### config.mk
export PLATFORM = sky130hd
export DESIGN_NAME = alu_issue_stage
export DESIGN_NICKNAME = d
export VERILOG_FILES = /design/src/rtl/alu_pkg.sv /design/src/rtl/alu_issue_stage_decode.sv /design/src/rtl/alu_issue_stage.sv
export SDC_FILE = /design/constraint.sdc
export NUM_CORES = 1
export LEC_CHECK = 0
export CORE_MARGIN = 10
export CORE_UTILIZATION = 36
export CTS_CLUSTER_SIZE = 30
export DETAILED_ROUTE_END_ITERATION = 16
export HOLD_SLACK_MARGIN = 0.05
export PLACE_DENSITY_LB_ADDON = 0.12
export SYNTH_ARGS = -nofsm -noshare
export SYNTH_HDL_FRONTEND = slang
export SYNTH_HIERARCHICAL = 1
export SYNTH_SLANG_ARGS = --single-unit
### constraint.sdc
create_clock -name clk -period 3.39 [get_ports clk]
set_input_delay 0.678 -clock clk [delete_from_list [all_inputs] [get_ports clk]]
set_output_delay 0.678 -clock clk [all_outputs]
set_load 0.05 [all_outputs]
### src/rtl/alu_pkg.sv
// Shared ALU operation codes, MIPS opcode/funct constants, operand-select
// encodings and the immediate-extension helper used by the ALU issue stage.
package alu_pkg;

  typedef enum logic [4:0] {
    ALU_ADD  = 5'b00000,
    ALU_OR   = 5'b00001,
    ALU_AND  = 5'b00010,
    ALU_SUB  = 5'b00110,
    ALU_SLT  = 5'b00111,
    ALU_SGT  = 5'b01000,
    ALU_NOR  = 5'b01100,
    ALU_XOR  = 5'b01101,
    ALU_SRL  = 5'b10000,
    ALU_SRA  = 5'b11000,
    ALU_SLL  = 5'b11001,
    ALU_ANDN = 5'b11010
  } alu_op_e;

  // Source of ALU operand 1
  typedef enum logic [1:0] {
    IN1_ZERO,
    IN1_RS,
    IN1_SHAMT,
    IN1_LUI
  } in1_sel_e;

  // Source of ALU operand 2
  typedef enum logic [1:0] {
    IN2_ZERO,
    IN2_RT,
    IN2_IMM
  } in2_sel_e;

  localparam logic [5:0] OP_RTYPE = 6'h00;
  localparam logic [5:0] OP_BEQ   = 6'h04;
  localparam logic [5:0] OP_BNE   = 6'h05;
  localparam logic [5:0] OP_ADDI  = 6'h08;
  localparam logic [5:0] OP_ADDIU = 6'h09;
  localparam logic [5:0] OP_SLTI  = 6'h0A;
  localparam logic [5:0] OP_SLTIU = 6'h0B;
  localparam logic [5:0] OP_ANDI  = 6'h0C;
  localparam logic [5:0] OP_ORI   = 6'h0D;
  localparam logic [5:0] OP_XORI  = 6'h0E;
  localparam logic [5:0] OP_LUI   = 6'h0F;
  localparam logic [5:0] OP_LW    = 6'h23;
  localparam logic [5:0] OP_SW    = 6'h2B;

  localparam logic [5:0] FN_SLL  = 6'h00;
  localparam logic [5:0] FN_SRL  = 6'h02;
  localparam logic [5:0] FN_SRA  = 6'h03;
  localparam logic [5:0] FN_SLLV = 6'h04;
  localparam logic [5:0] FN_SRLV = 6'h06;
  localparam logic [5:0] FN_SRAV = 6'h07;
  localparam logic [5:0] FN_ADD  = 6'h20;
  localparam logic [5:0] FN_ADDU = 6'h21;
  localparam logic [5:0] FN_SUB  = 6'h22;
  localparam logic [5:0] FN_SUBU = 6'h23;
  localparam logic [5:0] FN_AND  = 6'h24;
  localparam logic [5:0] FN_OR   = 6'h25;
  localparam logic [5:0] FN_XOR  = 6'h26;
  localparam logic [5:0] FN_NOR  = 6'h27;
  localparam logic [5:0] FN_SLT  = 6'h2A;
  localparam logic [5:0] FN_SLTU = 6'h2B;

  // lui is executed as imm << 16
  localparam logic [31:0] LUI_SHIFT = 32'd16;

  function automatic logic [31:0] ext16(input logic [15:0] imm, input logic sext);
    return sext ? {{16{imm[15]}}, imm} : {16'b0, imm};
  endfunction

endpackage

### src/rtl/alu_issue_stage_decode.sv
// Combinational decode of a MIPS instruction into ALU operation, sign flag,
// operand sources, extended immediate and an illegal-instruction flag.
import alu_pkg::*;

module alu_decode (
  input  logic [31:0] instr,
  output alu_op_e     conf,
  output logic        sign,
  output in1_sel_e    in1_sel,
  output in2_sel_e    in2_sel,
  output logic [31:0] imm_ext,
  output logic        illegal
);

  logic [5:0] opcode;
  logic [5:0] funct;
  logic       sext;
  logic       unused_idx;

  assign opcode = instr[31:26];
  assign funct  = instr[5:0];

  // Register indices are resolved by the forwarding logic in the top level
  assign unused_idx = ^instr[25:16];

  assign imm_ext = ext16(instr[15:0], sext);

  // Opcode/funct decode; anything unrecognised becomes ADD 0,0 flagged illegal
  always_comb begin
    conf    = ALU_ADD;
    sign    = 1'b0;
    in1_sel = IN1_ZERO;
    in2_sel = IN2_ZERO;
    sext    = 1'b0;
    illegal = 1'b0;
    if (opcode == OP_RTYPE) begin
      in1_sel = IN1_RS;
      in2_sel = IN2_RT;
      case (funct)
        FN_ADD, FN_ADDU: begin conf = ALU_ADD; sign = 1'b1; end
        FN_SUB, FN_SUBU: begin conf = ALU_SUB; sign = 1'b1; end
        FN_AND:  conf = ALU_AND;
        FN_OR:   conf = ALU_OR;
        FN_XOR:  conf = ALU_XOR;
        FN_NOR:  conf = ALU_NOR;
        FN_SLT:  begin conf = ALU_SLT; sign = 1'b1; end
        FN_SLTU: conf = ALU_SLT;
        FN_SLL:  begin conf = ALU_SLL; in1_sel = IN1_SHAMT; end
        FN_SRL:  begin conf = ALU_SRL; in1_sel = IN1_SHAMT; end
        FN_SRA:  begin conf = ALU_SRA; in1_sel = IN1_SHAMT; end
        FN_SLLV: conf = ALU_SLL;
        FN_SRLV: conf = ALU_SRL;
        FN_SRAV: conf = ALU_SRA;
        default: begin
          in1_sel = IN1_ZERO;
          in2_sel = IN2_ZERO;
          illegal = 1'b1;
        end
      endcase
    end else begin
      in1_sel = IN1_RS;
      in2_sel = IN2_IMM;
      case (opcode)
        OP_ADDI, OP_ADDIU, OP_LW, OP_SW: begin
          conf = ALU_ADD; sign = 1'b1; sext = 1'b1;
        end
        OP_SLTI:  begin conf = ALU_SLT; sign = 1'b1; sext = 1'b1; end
        OP_SLTIU: begin conf = ALU_SLT; sext = 1'b1; end
        OP_ANDI:  conf = ALU_AND;
        OP_ORI:   conf = ALU_OR;
        OP_XORI:  conf = ALU_XOR;
        OP_LUI:   begin conf = ALU_SLL; in1_sel = IN1_LUI; end
        OP_BEQ, OP_BNE: begin
          conf = ALU_SUB; sign = 1'b1; in2_sel = IN2_RT;
        end
        default: begin
          in1_sel = IN1_ZERO;
          in2_sel = IN2_ZERO;
          illegal = 1'b1;
        end
      endcase
    end
  end

endmodule

### src/rtl/alu_issue_stage.sv
// ID/EX issue stage for the EX ALU: decode, operand select/forwarding and a
// one-entry valid/ready output register.
// Optional feature macro: ALU_ISSUE_FWD_EN enables EX/MEM operand forwarding.
import alu_pkg::*;

module alu_issue_stage (
  input  logic        clk,
  input  logic        reset,
  input  logic        flush,
  input  logic        in_valid,
  output logic        in_ready,
  input  logic [31:0] instr,
  input  logic [31:0] rs_data,
  input  logic [31:0] rt_data,
  input  logic        fwd_ex_valid,
  input  logic        fwd_mem_valid,
  input  logic [4:0]  fwd_ex_rd,
  input  logic [4:0]  fwd_mem_rd,
  input  logic [31:0] fwd_ex_data,
  input  logic [31:0] fwd_mem_data,
  output logic        out_valid,
  input  logic        out_ready,
  output logic [4:0]  alu_conf,
  output logic        alu_sign,
  output logic [31:0] alu_in1,
  output logic [31:0] alu_in2,
  output logic        illegal
);

  alu_op_e     dec_conf;
  logic        dec_sign;
  in1_sel_e    dec_in1_sel;
  in2_sel_e    dec_in2_sel;
  logic [31:0] dec_imm;
  logic        dec_illegal;
  logic [31:0] rs_val;
  logic [31:0] rt_val;
  logic [31:0] op1;
  logic [31:0] op2;
  logic        accept;

  alu_decode u_decode (
    .instr   (instr),
    .conf    (dec_conf),
    .sign    (dec_sign),
    .in1_sel (dec_in1_sel),
    .in2_sel (dec_in2_sel),
    .imm_ext (dec_imm),
    .illegal (dec_illegal)
  );

`ifdef ALU_ISSUE_FWD_EN
  function automatic logic [31:0] fwd_pick(
    input logic [4:0]  idx,
    input logic [31:0] rf,
    input logic        ex_v,
    input logic [4:0]  ex_rd,
    input logic [31:0] ex_d,
    input logic        mem_v,
    input logic [4:0]  mem_rd,
    input logic [31:0] mem_d
  );
    if (idx != 5'd0 && ex_v && ex_rd == idx)
      return ex_d;
    if (idx != 5'd0 && mem_v && mem_rd == idx)
      return mem_d;
    return rf;
  endfunction

  // Replace register-file values with the youngest in-flight result
  always_comb begin
    rs_val = fwd_pick(instr[25:21], rs_data, fwd_ex_valid, fwd_ex_rd, fwd_ex_data,
                      fwd_mem_valid, fwd_mem_rd, fwd_mem_data);
    rt_val = fwd_pick(instr[20:16], rt_data, fwd_ex_valid, fwd_ex_rd, fwd_ex_data,
                      fwd_mem_valid, fwd_mem_rd, fwd_mem_data);
  end
`else
  logic unused_fwd;

  assign unused_fwd = ^{fwd_ex_valid, fwd_mem_valid, fwd_ex_rd, fwd_mem_rd,
                        fwd_ex_data, fwd_mem_data};

  // Register-file values pass straight through
  always_comb begin
    rs_val = rs_data;
    rt_val = rt_data;
  end
`endif

  // Operand source muxes driven by the decoder
  always_comb begin
    op1 = '0;
    op2 = '0;
    case (dec_in1_sel)
      IN1_RS:    op1 = rs_val;
      IN1_SHAMT: op1 = {27'b0, instr[10:6]};
      IN1_LUI:   op1 = LUI_SHIFT;
      default:   op1 = '0;
    endcase
    case (dec_in2_sel)
      IN2_RT:  op2 = rt_val;
      IN2_IMM: op2 = dec_imm;
      default: op2 = '0;
    endcase
  end

  assign in_ready = !out_valid || out_ready;
  assign accept   = in_valid && in_ready;

  // Output register: reset beats flush beats accept beats drain
  always_ff @(posedge clk) begin
    if (reset) begin
      out_valid <= 1'b0;
      alu_conf  <= '0;
      alu_sign  <= 1'b0;
      alu_in1   <= '0;
      alu_in2   <= '0;
      illegal   <= 1'b0;
    end else if (flush) begin
      out_valid <= 1'b0;
      illegal   <= 1'b0;
    end else if (accept) begin
      out_valid <= 1'b1;
      alu_conf  <= dec_conf;
      alu_sign  <= dec_sign;
      alu_in1   <= op1;
      alu_in2   <= op2;
      illegal   <= dec_illegal;
    end else if (out_valid && out_ready) begin
      out_valid <= 1'b0;
    end
  end

endmodule

# Word-level counts from Yosys, hierarchy flattened
# Index checks and enable logic that the tools add are counted.
# Widths: inputs -> output; s select.
# classes
n_mux,22
eq_ne,32
bitwise_logic,1
n_reduce_logical,25
# op_table
op,n
$pmux 32 s3,1
$eq 6x6->1 const B,12
$pmux 32 s2,1
$eq 6x4->1 const B,8
$pmux 5 s9,1
$mux 32,1
$eq 6x3->1 const B,5
$pmux 5 s6,1
$reduce_or 16->1,1
$reduce_or 2->1,8
$reduce_or 13->1,1
$eq 6x2->1 const B,2
$logic_not 6->1,2
$pmux 2 s2,3
$reduce_or 12->1,1
$mux 1,11
$reduce_or 11->1,1
$reduce_or 10->1,1
$reduce_or 7->1,1
$eq 2x2->1 const B,3
$reduce_or 6->1,1
$mux 5,1
$reduce_or 5->1,1
$eq 2x1->1 const B,2
8 further kinds,10
# word_totals
elab_cells,86
reg_bits,72
input_bits,177
out_inout_bits,73

# Depth between registers and ports, before layout
# Gate-level depths: netlist (run 1).
# logic_depth
depth_word,6
depth_mapped,11
mapped_depth_nobuf,9

# By module
# Netlist (run 1), hierarchy kept.
# by_module_without_submodules
mod,instances,seq_area_each_um2,area_each_um2,cells_per_inst
alu_issue_stage,1,1441.4,2900.3,305
alu_decode,1,0.0,725.7,115

# Worst setup path after synthesis (run 1)
# No wires, ideal clock.
# synth_timing
kind,input to register
start,input port instr[31]
end,register alu_in1[1]
setup_slack_ns,0.537
setup_time_ns,0.134
path_buffers,1
path_stages,8
required_time_ns,3.256
t_arrival_ns,2.719
cell_sequence,or2_4 or4_4 or4b_4 o21ai_2 and2b_1 buf_2 a22oi_1 a211oi_1
# synth_via
elab_chain_len,6
word_cells_on_any_way,20
cone_classes,15 x eq/ne; 3 x mux; 2 x reduce/logical
# synth_rtl
item,line,rtl
from (decl),alu_issue_stage.sv:12,"input logic [31:0] instr,"
"$eq 6x4->1, or another cell as far along",alu_issue_stage_decode.sv:63,case (opcode)
$reduce_or 11->1 (no line),n/a,
$pmux 2 s2,alu_issue_stage_decode.sv:63,
$mux 2 (*),alu_issue_stage_decode.sv:36,if (opcode == OP_RTYPE) begin
net dec_in1_sel[1],alu_issue_stage.sv:32,in1_sel_e dec_in1_sel;
$eq 2x2->1 or $eq 2x1->1 (tied branches),alu_issue_stage.sv:94,case (dec_in1_sel)
$pmux 32 s3 (*),alu_issue_stage.sv:94,
to (signal assigned),alu_issue_stage.sv:126,alu_in1 <= op1;
to (decl),alu_issue_stage.sv:25,"output logic [31:0] alu_in1,"
# The timed path passes the listed nets; every way through them passes the cells marked *.
# A chain may end at the register's enable or synchronous reset.

# Worst setup path after layout (run 1)
# layout_timing
start,input port instr[31]
end,register alu_in1[16]
# The elaborated chain is that of the path after synthesis.

==> flow_metrics.tcl, run 1 <==
set metrics [dict create \
    endpoint "alu_in1[16]" \
    max_freq_mhz 335 \
    numCtsBuffers 9 \
    synth_fp_nets 599 \
    multi_input_area_um2 1720 \
    final_hold_viol_count 0 \
    via_count 3634 \
    pwr_density_cell_nw_per_um2 343 \
    yosys_register_bits 72 \
    worst_pin_slew_ns 0.964 \
    finalSetupTns_ns 0 \
    postSynthAreaPerCell_um2 8.63 \
    place_ws_ns 0.0402 \
    required_ns 3.62 \
    die_area_um2 14500 \
    worst_slack_ns 0.402 \
    clkTransAtPathRegs_ns 0.09 \
    antenna_found_initial 0 \
    crit_type "primary input to flop" \
    drt_iter0_drc 249 \
    crit_chain "clkdlybuf4s50_1, or2_4, or4_4, or4b_4, o21ai_2, and2b_1, buf_12, nand4_1, a21oi_1" \
    r2r-start "out_valid" \
    critPathLaunchType "primary input" \
    final_cell_mix "162 x clkdlybuf4s50_1, 72 x dfxtp_1, 46 x a21oi_1, 36 x a22oi_1, 33 x o2bb2ai_1" \
    status "finished, final reports clean" \
    synth_edf_count 0 \
    setup_viol 0 \
    period_share_pct 88.2 \
    grt_pass1_vias 3605 \
    synth_seq_area_share_pct 39.8 \
    fillers 937 \
    fin_nets 725 \
    grt_overflow 0 \
    tritoncts "done" \
    clockBufferDepth 2 \
    grt.total_usage_pct 16.1 \
    slew_headroom_pct 35.6 \
    path_max_fanout 27 \
    slew_viol_final 0 \
    max_stage_delay_ns 0.54 \
    clock-sinks 72 \
    r2r_cells 4 \
    drtPass1Iterations 4 \
    drt_wl_total_um 12200 \
    n_antenna_cell 0 \
    min_path_type "flop to flop" \
    cts_resized 0 \
    period_needed_ns 2.99 \
    synthArstFlopShare_pct 0 \
    area_growth_pct 48.3 \
    rows 36 \
    post_cts_buffers 0 \
    cp-end-kind "flop" \
    cp-startpoint "instr[31]" \
    min_from "alu_in2[18]" \
    drc 0 \
    routed_via_density 5.31 \
    hold_buffers 0 \
    rsz0062_at_grt "false" \
    die_w_um 120 \
    coreArea_um2 9770 \
    netlist_area_um2 3630 \
    place_congestion 0.878 \
    portBuffers 163 \
    hpwl_um 8800 \
    die_h_um 120 \
    skew_ns 0.00762 \
    ys_types 46 \
    drive_gt1_share_pct 9.80 \
    ios 250 \
    ys_warn_count 6 \
    grt_max_degree 40 \
    p_leak_nw 1.74 \
    syn_inst 420 \
    crit_slowest_cell "or4b_4" \
    worstPathArrival_ns 3.21 \
    vdd_drop_max_v 0.000216 \
    grt_pass1_wl_um 19300 \
    clkLatencyLatePin_ns 0.35 \
    ys.flop_type "dfxtp_1" \
    whs_path_depth 1 \
    root_buffer "clkbuf_8" \
    initial_core_util_pct 37.1 \
    regArea_um2 1440 \
    cts-htree-levels 3 \
    final_common_cell "clkdlybuf4s50_1" \
    detail-route-antenna-nets 0 \
    r2r_end "alu_in2[16]" \
    r2r_slack_ns 1.61 \
    post_drt_wl_per_cell_um 17.8 \
    cap_violations 0 \
]
-- metrics by stage --
stage	std cells	power [mW]	utilization, %	hold WS, ns	instance area (um^2)
finish	684	1.85	55.0	0.466	5380
global route	684	1.94	55.0	0.477	5380
CTS	684	1.87	55.0	0.470	5380
detailed placement	668	1.22	53.1	0.447	5190
global placement	668	1.22	53.1	0.444	5190
floorplan	420	1.06	-	0.698	3630
-- power by group --
| part | internal, mW | switching (mW) | total (mW) |
|---|---|---|---|
| Sequential | 0.857 | 0.00547 | 0.862 |
| Combinational | 0.165 | 0.172 | 0.337 |
| Clock | 0.278 | 0.368 | 0.646 |
-- kinds of logic after synthesis --
| family | after synthesis | synth area share, % |
|---|---|---|
| mux | 1 | 0.276 |
| fa+ha+maj | 2 | 0.690 |
| compound gates | 179 | 32.6 |
| simple gates | 85 | 13.9 |
| buf+inv | 81 | 12.8 |
| flops | 72 | 39.8 |
-- sequential cells by signal, summed over array words and instances (netlist names) --
register and cells:
out_valid 1, alu_in1 32, alu_conf 5, illegal 1, alu_sign 1, alu_in2 32
-- layout make-up --
type | instances | area share (%)
Multi-Input combinational cell | 267 | 32.0
Clock buffer | 9 | 2.30
Sequential cell | 72 | 26.8
Timing Repair Buffer | 188 | 34.0
Inverter | 8 | 0.605
Clock inverter | 7 | 1.12
Tap cell | 133 | 3.10
-- cells in the mapped netlist, types with 2 or more instances --
cell / n / share of area [%]
nand2b_1: 4 / 0.69
a311oi_1: 2 / 0.48
ha_1: 2 / 0.69
buf_6: 3 / 0.93
and3_2: 2 / 0.41
o31ai_1: 2 / 0.41
o21ai_1: 10 / 1.4
a211oi_1: 10 / 2.1
buf_2: 12 / 1.7
a21oi_1: 46 / 6.3
nand2_1: 5 / 0.52
o2bb2ai_1: 33 / 8.0
o21ai_0: 31 / 4.3
clkbuf_1: 25 / 2.6
nor2_1: 10 / 1.0
a22oi_1: 36 / 7.5
nand3b_1: 3 / 0.62
inv_1: 7 / 0.72
nand3_1: 11 / 1.5
buf_4: 32 / 6.6
nor3_1: 6 / 0.83
nand4_1: 27 / 4.7
a31oi_1: 2 / 0.35
nor2b_1: 6 / 1.0
dfxtp_1: 72 / 40
-- metal layers --
layer / track usage, % / up-vias / part of all wire (%)
met5: 0 / - / 0
met4: 5.28 / 0 / 1.6
met3: 5.68 / 17 / 8.0
met2: 26.1 / 121 / 48
met1: 19.6 / 1690 / 43
li1: - / 1806 / -
-- worst max-delay path: cells and delay by family --
kind | cells | cell delay, ns
simple gates | 5 | 1.67
buf+inv | 2 | 0.62
compound gates | 2 | 0.23
-- how the worst min path moves through the flow --
stage | slack [ns] | endpoint
2_1_floorplan | 0.70 | alu_in2[0]
3_3_place_gp | 0.44 | alu_in2[13]
3_5_place_dp | 0.45 | alu_in2[22]
4_1_cts | 0.47 | alu_in2[30]
5_1_grt | 0.48 | alu_in2[18]
6_report | 0.47 | alu_in2[18]
(Power assumes the default switching activity.)
==> run 2, diff against run 1 <==
==> constraint.sdc (replaced) <==
create_clock -name clk -period 3.39 [get_ports clk]
set_input_delay 0.5085 -clock clk [delete_from_list [all_inputs] [get_ports clk]]
set_output_delay 0.5085 -clock clk [all_outputs]
set_load 0.05 [all_outputs]
==> run 2 against run 1 <==
Net effect:
- first-iteration DRC count down 11%
- critical path depth unchanged
- sequential power hardly changed
- core utilization fell by 0.32 points
- die area unchanged
==> flow_metrics.tcl, run 2 (same netlist as run 1, synthesis figures left out) <==
set metrics [dict create \
    fin_nets 722 \
    drt_wl_total_um 12100 \
    cp-end-kind "flop" \
    status "finished, final reports clean" \
    period_needed_ns 2.93 \
    final_common_cell "clkdlybuf4s50_1" \
    finalSetupTns_ns 0 \
    portBuffers 163 \
    clock-sinks 72 \
    slew_headroom_pct 35.4 \
    routed_via_density 5.34 \
    min_from "alu_in2[0]" \
    post_cts_buffers 0 \
    drtPass1Iterations 4 \
    worstPathArrival_ns 3.16 \
    post_drt_wl_per_cell_um 17.8 \
    path_max_fanout 27 \
    tritoncts "done" \
    max_stage_delay_ns 0.55 \
    r2r_cells 5 \
    reg.largest.list "alu_in1 (32), alu_in2 (32), alu_conf (5)" \
    crit_chain "clkdlybuf4s50_1, or2_4, or4_4, or4b_4, o21ai_2, and2b_1, buf_4, nand4_1, a21oi_1" \
    via_count 3638 \
    min_to "alu_in2[0]" \
    skew_ns 0.00850 \
    multi_input_area_um2 1720 \
    final_cell_mix "163 x clkdlybuf4s50_1, 72 x dfxtp_1, 46 x a21oi_1, 36 x a22oi_1, 33 x o2bb2ai_1" \
    area_growth_pct 47.4 \
    die_h_um 120 \
    cap_violations 0 \
    coreArea_um2 9770 \
    grt_overflow 0 \
    crit_slowest_cell "or4b_4" \
    drive_gt1_share_pct 9.12 \
    clockBufferDepth 2 \
    hold_slack_ns 0.469 \
    cp_top_family "simple AND/OR/NAND/NOR gates" \
    place_congestion 0.835 \
    grt_max_degree 43 \
    root_buffer "clkbuf_8" \
    n_antenna_cell 0 \
    worst_pin_slew_ns 0.966 \
    clkTransAtPathRegs_ns 0.09 \
    pwr_density_cell_nw_per_um2 345 \
    rsz0062_at_grt "false" \
    grt_pass1_vias 3578 \
    period_share_pct 86.5 \
    ios 250 \
    die_area_um2 14500 \
    hpwl_um 8860 \
    antenna_found_initial 0 \
    regArea_um2 1440 \
    required_ns 3.62 \
    drt_iter0_drc 221 \
    r2r-start "out_valid" \
    slew_viol_final 0 \
    min_path_type "flop to flop" \
    fillers 972 \
    cts_resized 0 \
    initial_core_util_pct 37.1 \
    drc 0 \
    die_w_um 120 \
    final_hold_viol_count 0 \
    grt_pass1_wl_um 18900 \
    crit_type "primary input to flop" \
    r2r_end "alu_in2[20]" \
    p_leak_nw 1.73 \
    whs_path_depth 1 \
    max_freq_mhz 341 \
    vdd_drop_max_v 0.000199 \
    rows 36 \
    grt.total_usage_pct 15.9 \
    setup_viol 0 \
    cts-htree-levels 3 \
    hold_buffers 0 \
    numCtsBuffers 9 \
    clkLatencyLatePin_ns 0.36 \
    critPathLaunchType "primary input" \
    r2r_slack_ns 1.42 \
    detail-route-antenna-nets 0 \
    path_buf_inv 2 \
]
[run 2: cell count changes in the layout (fill, tap and decap cells not counted)]
cell             previous run  this run
buf_4                      25        22
clkdlybuf4s50_1           162       163
clkinvlp_4                  3         2
buf_12                      1         0
clkinv_4                    0         1
[run 2: metal layers]
layer  routed length, um  part of all wire, %  vias to the layer above  GRT usage (%)
li1                    -                    -                     1807              -
met1                5080                   42                     1687           18.3
met2                5870                   48                      135           27.1
met3                1050                  8.7                        9           6.33
met4                 107                 0.88                        0           3.39
met5                   0                    0                        -              0
[run 2: worst max-delay path by stage]
| stage | startpoint | to | slack [ns] | cells after the start |
|---|---|---|---|---|
| after floorplan | instr[31] | alu_in1[1] | 0.71 | 8 |
| after global placement | instr[31] | alu_in1[15] | 0.11 | 9 |
| after detailed placement | instr[31] | alu_in1[27] | 0.08 | 9 |
| after CTS | instr[31] | alu_in1[20] | 0.47 | 9 |
| after global routing | instr[31] | alu_in1[14] | 0.40 | 9 |
| final | instr[31] | alu_in1[10] | 0.46 | 9 |
[run 2: cell type report]
class                           count  share of cell area [%]
Timing Repair Buffer              185                    33.6
Multi-Input combinational cell    267                    32.2
Sequential cell                    72                    27.0
Tap cell                          133                    3.11
Clock buffer                        9                    2.32
Clock inverter                      7                    1.15
Inverter                            8                   0.609
[run 2: power by group]
group	internal, mW	total [mW]	switching (mW)
Clock	0.280	0.652	0.372
Combinational	0.162	0.332	0.171
Sequential	0.857	0.862	0.00541
[run 2: stage by stage]
stage,cell area (um^2),worst slack [ns],util (%),power [mW],std cells
3_5_place_dp,5160,0.0802,52.8,1.22,665
3_3_place_gp,5160,0.112,52.8,1.21,665
4_1_cts,5350,0.470,54.7,1.87,681
6_report,5350,0.458,54.7,1.85,681
5_1_grt,5350,0.399,54.7,1.94,681
2_1_floorplan,3630,0.707,-,1.06,420
